===== src/rtl/rr_mux_arb_pkg.sv =====
// rr_mux_arb_pkg: shared constants and helpers for the round-robin mux arbiter.
//   sel_w()     - channel-index width for N channels (at least 1 bit)
//   rst_ptr()   - pointer value after reset (N-1, so channel 0 wins first)
//   params_ok() - legal-range check for N and W, used at elaboration time
package rr_mux_arb_pkg;

    localparam int unsigned N_MIN = 2;
    localparam int unsigned N_MAX = 16;
    localparam int unsigned W_MIN = 1;

    function automatic int unsigned sel_w(input int unsigned n);
        return (n < 2) ? 1 : $clog2(n);
    endfunction

    function automatic int unsigned rst_ptr(input int unsigned n);
        return n - 1;
    endfunction

    function automatic bit params_ok(input int unsigned n, input int unsigned w);
        return (n >= N_MIN) && (n <= N_MAX) && (w >= W_MIN);
    endfunction

endpackage


===== src/rtl/rr_mux_arb_pick.sv =====
// rr_pick: purely combinational round-robin picker.
//   req     [N]     - request vector
//   ptr     [SEL_W] - index of the last granted channel; search starts at ptr+1
//   gnt     [N]     - one-hot grant, or zero when nothing requests
//   gnt_idx [SEL_W] - index of the granted channel (0 when gnt is zero)
// The request vector is doubled and shifted so the search start lands at bit 0;
// the winning offset is then added back to the start modulo N (not 2^SEL_W).
module rr_pick
    import rr_mux_arb_pkg::*;
#(
    parameter int unsigned N     = 5,
    parameter int unsigned SEL_W = sel_w(N)
) (
    input  logic [N-1:0]     req,
    input  logic [SEL_W-1:0] ptr,
    output logic [N-1:0]     gnt,
    output logic [SEL_W-1:0] gnt_idx
);

    localparam logic [SEL_W-1:0] LAST  = SEL_W'(N - 1);
    localparam logic [SEL_W:0]   N_VAL = (SEL_W + 1)'(N);

    logic [SEL_W-1:0] start;
    logic [2*N-1:0]   dbl;
    logic [N-1:0]     rot;
    logic [SEL_W-1:0] off;
    logic             found;
    logic [SEL_W:0]   sum;

    always_comb begin
        start = (ptr >= LAST) ? '0 : ptr + 1'b1;
        dbl   = {req, req};
        rot   = N'(dbl >> start);
        found = 1'b0;
        off   = '0;
        // Descending scan so the lowest set offset (closest to start) wins.
        for (int k = N - 1; k >= 0; k--) begin
            if (rot[k]) begin
                found = 1'b1;
                off   = SEL_W'(k);
            end
        end
        sum = {1'b0, start} + {1'b0, off};
        if (sum >= N_VAL) begin
            sum = sum - N_VAL;
        end
        gnt_idx = found ? sum[SEL_W-1:0] : '0;
        gnt     = '0;
        if (found) begin
            gnt[gnt_idx] = 1'b1;
        end
    end

endmodule


===== src/rtl/rr_mux_arb.sv =====
// rr_mux_arb: merges N valid/ready channels of W-bit data into one registered
// output stream; the channel select comes from an internal round-robin arbiter.
//   clk, resetn           - clock (rising edge), asynchronous active-low reset
//   in_valid/in_ready [N] - per-channel handshake
//   in_data [N*W]         - channel i at bits [i*W +: W]
//   in_last [N]           - end-of-packet flag, only used with packet lock
//   out_valid/out_ready   - output handshake; out_data/out_sel are registered
// Optional feature macro: RR_MUX_ARB_PKT_LOCK_EN. When defined, a channel that
// transfers a non-last beat holds the grant until its last beat, and the
// round-robin pointer only advances on last beats.
module rr_mux_arb
    import rr_mux_arb_pkg::*;
#(
    parameter int unsigned N = 5,
    parameter int unsigned W = 8,
    localparam int unsigned SEL_W = sel_w(N)
) (
    input  logic             clk,
    input  logic             resetn,
    input  logic [N-1:0]     in_valid,
    output logic [N-1:0]     in_ready,
    input  logic [N*W-1:0]   in_data,
    input  logic [N-1:0]     in_last,
    output logic             out_valid,
    input  logic             out_ready,
    output logic [W-1:0]     out_data,
    output logic [SEL_W-1:0] out_sel
);

    if (!params_ok(N, W)) begin : g_bad_param
        $error("rr_mux_arb: N must be 2..16 and W at least 1");
    end

    localparam logic [SEL_W-1:0] PTR_RST = SEL_W'(rst_ptr(N));

    logic             out_valid_q, out_valid_d;
    logic [W-1:0]     out_data_q, out_data_d;
    logic [SEL_W-1:0] out_sel_q, out_sel_d;
    logic [SEL_W-1:0] ptr_q, ptr_d;

    logic [N-1:0]     pick_gnt, gnt;
    logic [SEL_W-1:0] pick_idx, gnt_idx;
    logic             load, xfer;
    logic [W-1:0]     mux_data;

    rr_pick #(
        .N     (N),
        .SEL_W (SEL_W)
    ) u_pick (
        .req     (in_valid),
        .ptr     (ptr_q),
        .gnt     (pick_gnt),
        .gnt_idx (pick_idx)
    );

    assign load     = !out_valid_q || out_ready;
    assign in_ready = gnt & {N{load}};
    assign xfer     = |(in_valid & in_ready);

    // AND-OR mux: gnt is one-hot or zero, so at most one term contributes.
    always_comb begin
        mux_data = '0;
        for (int i = 0; i < N; i++) begin
            mux_data = mux_data | (in_data[i*W +: W] & {W{gnt[i]}});
        end
    end

`ifdef RR_MUX_ARB_PKT_LOCK_EN
    logic             lock_q, lock_d;
    logic [SEL_W-1:0] lock_idx_q, lock_idx_d;
    logic             last_beat;

    // While locked the grant stays on the locked channel even if it idles.
    always_comb begin
        if (lock_q) begin
            gnt             = '0;
            gnt[lock_idx_q] = 1'b1;
            gnt_idx         = lock_idx_q;
        end else begin
            gnt     = pick_gnt;
            gnt_idx = pick_idx;
        end
    end

    assign last_beat = in_last[gnt_idx];

    always_comb begin
        lock_d     = lock_q;
        lock_idx_d = lock_idx_q;
        ptr_d      = ptr_q;
        if (xfer) begin
            lock_d     = !last_beat;
            lock_idx_d = gnt_idx;
            if (last_beat) begin
                ptr_d = gnt_idx;
            end
        end
    end

    always_ff @(posedge clk or negedge resetn) begin
        if (!resetn) begin
            lock_q     <= 1'b0;
            lock_idx_q <= '0;
        end else begin
            lock_q     <= lock_d;
            lock_idx_q <= lock_idx_d;
        end
    end
`else
    logic unused_in_last;
    assign unused_in_last = ^in_last;

    assign gnt     = pick_gnt;
    assign gnt_idx = pick_idx;

    always_comb begin
        ptr_d = ptr_q;
        if (xfer) begin
            ptr_d = gnt_idx;
        end
    end
`endif

    always_comb begin
        out_valid_d = out_valid_q;
        out_data_d  = out_data_q;
        out_sel_d   = out_sel_q;
        if (load) begin
            out_valid_d = xfer;
            if (xfer) begin
                out_data_d = mux_data;
                out_sel_d  = gnt_idx;
            end
        end
    end

    always_ff @(posedge clk or negedge resetn) begin
        if (!resetn) begin
            out_valid_q <= 1'b0;
            out_data_q  <= '0;
            out_sel_q   <= '0;
            ptr_q       <= PTR_RST;
        end else begin
            out_valid_q <= out_valid_d;
            out_data_q  <= out_data_d;
            out_sel_q   <= out_sel_d;
            ptr_q       <= ptr_d;
        end
    end

    assign out_valid = out_valid_q;
    assign out_data  = out_data_q;
    assign out_sel   = out_sel_q;

endmodule


===== config.mk =====
export PLATFORM = sky130hd
export DESIGN_NAME = rr_mux_arb
export DESIGN_NICKNAME = d
export VERILOG_FILES = /design/src/rtl/rr_mux_arb_pkg.sv /design/src/rtl/rr_mux_arb_pick.sv /design/src/rtl/rr_mux_arb.sv
export SDC_FILE = /design/constraint.sdc
export NUM_CORES = 1
export LEC_CHECK = 0
export CORE_ASPECT_RATIO = 0.75
export CORE_MARGIN = 4
export CORE_UTILIZATION = 45
export DETAILED_ROUTE_END_ITERATION = 8
export GPL_TIMING_DRIVEN = 0
export HOLD_SLACK_MARGIN = 0.02
export PLACE_DENSITY = 0.76
export SYNTH_ARGS = -nofsm -noshare
export SYNTH_HDL_FRONTEND = slang
export SYNTH_SLANG_ARGS = --single-unit
export TNS_END_PERCENT = 1

===== constraint.sdc =====
create_clock -name clk -period 7.2 [get_ports clk]
set_input_delay 1.44 -clock clk [delete_from_list [all_inputs] [get_ports clk]]
set_output_delay 1.44 -clock clk [all_outputs]
set_load 0.01 [all_outputs]

Yosys cells after proc, flatten, opt, wreduce, memory -nomap -nowiden

Index checks and enable logic that the tools add are counted.

RAM bits: 0
Memory bits (read-only): 0
Register bits: 15
Input port bits: 53
Memories kept: 0
Latch bits: 0

$mul: 0
Shift-type cells: 1
Magnitude comparators: 4
Equality and inequality tests: 0
Add/subtract/negate cells: 3
Div/mod/pow operators: 0
Reduce and logical (&&, ||, !) cells: 5
Mux-type cells: 16
Bitwise gates (word level): 11

Operator list:

| operator              | number |
|---|---|
| $and A8 B8 Y8         | 5 |
| $or A8 B8 Y8          | 4 |
| $mux W3               | 8 |
| $and A5 B5 Y5         | 2 |
| $shr A10 B3 Y5        | 1 |
| $mux W1               | 6 |
| $mux W5               | 1 |
| $reduce_or A5 Y1      | 1 |
| $add A3 B3 Y4         | 1 |
| $ge A4 B3 Y1 const B  | 1 |
| $lt A3 B4 Y1 const B  | 1 |
| $add A3 B1 Y3 const B | 1 |
| $demux W1 S3          | 1 |
| $ge A3 B1 Y1 const B  | 1 |
| $ge A3 B3 Y1 const B  | 1 |
| $sub A3 B3 Y3 const B | 1 |
| $reduce_and A2 Y1     | 1 |
| $logic_and A1 B1 Y1   | 1 |
| $logic_not A1 Y1      | 1 |
| $logic_or A1 B1 Y1    | 1 |

Depth between registers and ports, before layout

Gate-level depths: netlist (run 1).

Depth in word-level cells: 22
Gate-level depth with buffers: 23
Gate-level depth less buffers: 20

Modules after synthesis

From an unflattened synthesis (run 1), not the netlist that was laid out.

Cells, all modules: 192
Area, all modules: 1727.9 µm²

By module, submodules not included:

| module     | times used | area each (µm²) | sequential area each (µm²) | cells each |
|---|---|---|---|---|
| rr_pick    | 1          | 864.6           | 0.0                        | 123 |
| rr_mux_arb | 1          | 863.3           | 376.6                      | 69 |

Worst setup path after synthesis (run 1)

No wires, ideal clock.

Path kind: input port to output port
Start point: input port in_valid[0]
End point: output port in_ready[4]
Buffers on the path: 1
Stages on the path: 16
Required time: 5.760 ns
Path slack: 0.691 ns
Arrival: 5.069 ns
Cell sequence: clkbuf_1 > inv_1 > a221oi_1 > o211ai_2 > a21boi_0 > ha_1 > fa_1 > inv_1 > ha_1 > nor2b_1 > nor3b_1 > nor2_1 > mux2i_1 > o2111ai_1 > a21oi_1 > and2_1

Word-level cells in the longest chain between the ends: 16
Elaborated cells between the ends (all ways): 23
Classes of those cells: 2 x add/sub; 3 x order compare; 1 x shift; 15 x mux; 1 x bitwise; 1 x reduce/logical

Ends and longest elaborated chain:

| what                                                                      | RTL line                                     | source |
|---|---|---|
| start: declaration                                                        | rr_mux_arb.sv:20                             | `input logic [N-1:0] in_valid,` |
| $shr A10 B3 Y5 *                                                          | rr_mux_arb_pick.sv:33                        | `rot = N'(dbl >> start);` |
| $mux W3 (5 in series)                                                     | rr_mux_arb_pick.sv:38                        | `if (rot[k]) begin` |
| $add A3 B3 Y4                                                             | rr_mux_arb_pick.sv:43                        | `sum = {1'b0, start} + {1'b0, off};` |
| $ge A4 B3 Y1 / $sub A3 B3 Y3 (equally long branches)                      | rr_mux_arb_pick.sv:44, rr_mux_arb_pick.sv:45 |  |
| $mux W3                                                                   | rr_mux_arb_pick.sv:44                        | `if (sum >= N_VAL) begin` |
| $mux W3                                                                   | rr_mux_arb_pick.sv:47                        | `gnt_idx = found ? sum[SEL_W-1:0] : '0;` |
| $lt A3 B4 Y1 (not written as such) / $ge A3 B1 Y1 (equally long branches) | rr_mux_arb_pick.sv:50                        | `gnt[gnt_idx] = 1'b1;` |
| $logic_and A1 B1 Y1 (not written as such)                                 | rr_mux_arb_pick.sv:50                        |  |
| $mux W1 (not written as such)                                             | rr_mux_arb_pick.sv:50                        |  |
| $demux W1 S3                                                              | n/a                                          |  |
| $mux W5 *                                                                 | rr_mux_arb_pick.sv:49                        | `if (found) begin` |
| $and A5 B5 Y5 *                                                           | rr_mux_arb.sv:57                             | `assign in_ready = gnt & {N{load}};` |
| end: declaration                                                          | rr_mux_arb.sv:21                             | `output logic [N-1:0] in_ready,` |

Mark *: on every way between the ends. The rest lies on a longest branch, timed or not.

Worst setup path in the final report (run 1)

Start point: input port in_valid[3]
End point: output port in_ready[4]

The elaborated chain is that of the path after synthesis.

==> flow_summary.json, run 1 <==
{
  "start_util_pct": 46.7,
  "layout.cells.most_common": "clkdlybuf4s50_1",
  "dpl_cell_area_um2": 2770,
  "setup_tns_ns": 0,
  "cp-end-kind": "output pin",
  "fin_ws_ns": 0.0998,
  "cp_max_fo": 7,
  "ff_latch_area_um2": 377,
  "core_region_area_um2": 4470,
  "fmax_mhz": 141,
  "grt_overflow_total": 0,
  "fin_crit_sh_pct": 98.6,
  "crit_required_ns": 5.76,
  "cts_tree": "yes",
  "grt_use_total_pct": 22.5,
  "gp_congestion": 0.877,
  "drive_gt1_share_pct": 21.9,
  "synth_nets": 294,
  "syn2layout_area_growth_pct": 39.9,
  "die_area_um2": 5800,
  "cts_max_path_buffers": 2,
  "hold_buffers": 0,
  "status": "completed",
  "grt_start_max_net_pins": 16,
  "grt_pass1_wl_um": 10500,
  "synth_edf_count": 0,
  "layout_common_cells": "clkdlybuf4s50_1, nand2_1, a22oi_1, mux2i_1",
  "final.setup_skew_ns": 0.00297,
  "cp.arrival_ns": 5.66,
  "ant_nets": 0,
  "worstSetupStartpointType": "input pin",
  "rsz0062_at_grt": "true",
  "nNetsFinal": 362,
  "dr.pass1.iters": 4,
  "seq_area_frac_synth_pct": 18.0,
  "syn_inst": 234,
  "slew_viol_final": 0,
  "drtIter0Drc": 145,
  "num_antenna_cells": 0,
  "max_cap_violations": 0,
  "ys_ff_latch": 15,
  "setup_viol": 0,
  "relSlewSlack_pct": 52.0,
  "root_buffer": "clkbuf_8",
  "cts.clk_slew.worst_paths_ns": 0.06,
  "yosysWarnings": 0,
  "cts_made_buffers": 3,
  "portBuffers": 61,
  "avgViaCountPerCell": 5.95,
  "synth_cell_types": 66,
  "multi_input_area_um2": 1610,
  "tightest_slew_ns": 0.718,
  "grt_pass1_vias": 2113,
  "clock_latency_ns": 0.25,
  "syn_area_um2": 2090,
  "ys.flop_type": "dfrtp_1",
  "hold_viol": 0,
  "drc": 0,
  "ctsHtreeMaxLevel": 1,
  "routed_wl_um": 6280,
  "via_count": 2131,
  "hpwl_um": 4920,
  "pre_cts_ws_ns": -1.18,
  "worstSetupPathType": "in -> out",
  "io_pins": 70,
  "die_w_um": 86.6,
  "post_drt_wl_per_cell_um": 17.5,
  "syn_avg_cell_area_um2": 8.92,
  "fp.dieH_um": 67.0,
  "post-route-min-period_ns": 7.10,
  "hp-class": "reg -> reg",
  "final_cell_area_um2": 2920,
  "synthArstFlopShare_pct": 100,
  "antenna_found_initial": 0,
  "nFillCells": 386,
  "num_rows": 21,
  "cts.sinks": 15
}
registers in the layout, indices dropped and copies added, names as in the netlist:
name and flops:
out_data 8, out_sel 3, ptr_q 3, out_valid 1
cells in the mapped netlist, types with 3 or more instances:
library cell  number  area share, %
nand2_1           18            3.2
a22oi_1           16            5.8
mux2i_1           16            7.7
dfrtp_1           14             17
nor2_1            14            2.5
nor3_1            12            2.9
inv_1             11            2.0
o21ai_0           10            2.4
a21oi_1            9            2.2
a41oi_2            7            5.5
nand3_1            7            1.7
a211o_1            6            2.5
buf_6              6            3.2
ha_1               6            3.6
nand2b_1           5            1.5
clkbuf_1           4           0.72
nor3b_1            4            1.4
a211oi_2           3            1.8
and2_1             3           0.90
buf_2              3           0.72
nor2b_1            3           0.90
o21a_1             3            1.1
or3_1              3           0.90
what timing repair did:
action | CTS | global route
resized for setup | 19 | 14
pin swaps | 1 | 0
buffers inserted | 2 | 0
setup endpoints to repair | 5 | 5
through the flow:
step / utilization (%) / std cells / hold slack, ns
4_1_cts: 64.5 / 358 / 0.510
2_1_floorplan: - / 234 / 0.531
6_report: 65.4 / 358 / 0.508
5_1_grt: 65.4 / 358 / 0.540
3_5_place_dp: 62.0 / 352 / 0.494
3_3_place_gp: 62.0 / 352 / 0.485
metal layers:
metal	share of wire, %	track usage, %	up-vias
li1	-	-	1031
met1	48	34.0	1016
met2	44	33.9	82
met3	7.3	3.71	2
met4	0.29	2.72	0
met5	0	0	-
cell type report:
cell class	instances	area share [%]
plain buffers	15	4.46
clock buffers	3	1.41
flip-flops and latches	15	12.9
multi-input cells	192	55.1
inverters	12	1.63
well taps	57	2.44
clock inverters	1	0.171
repair buffers	63	21.9
logic make-up after synthesis:
group | share of synthesized area [%]
buffers and inverters | 8.15
muxes | 9.47
AOI/OAI and AO/OA | 36.3
adders and majority gates | 4.56
and+or+nand+nor | 22.2
DFF | 18.0
xor gates and xnor gates | 1.26
critical path, cell delays in order:
cell	delay [ns]
clkdlybuf4s15_2	0.25
or3b_4	0.41
a31oi_4	0.21
nor2_1	0.07
a22oi_1	0.22
a21boi_1	0.10
ha_2	0.21
fa_2	0.60
inv_4	0.07
ha_2	0.21
nor2b_2	0.16
o21ai_1	0.25
nor2_1	0.09
mux2i_2	0.14
buf_4	0.16
o2111ai_4	0.16
a21oi_4	0.19
and2_1	0.14
clkdlybuf4s50_1	0.55
worst paths after layout:
kind                             start           to  slack (ns)  cells past startpoint
hold / removal              out_sel[1]   out_sel[1]        0.51                      2
setup reg to reg              ptr_q[0]  out_data[5]        1.76                     22
setup / recovery           in_valid[3]  in_ready[4]         0.1                     19
max in group asynchronous       resetn  out_data[3]        5.13                      1
min in group asynchronous       resetn    out_valid        1.62                      1
hold reg to reg             out_sel[1]   out_sel[1]        0.51                      2
Power of run 1 is left out: the tool's default activity adds up to more than one toggle a clock period on the data nets, which glitch-free logic cannot reach.
==> run 2, diff against run 1 <==
CAP_MARGIN = 20   (was not set)
==> results of run 2 <==
No change in the layout: final DEF, timing and power equal those of run 1.
Power of run 2 is left out for the same reason.
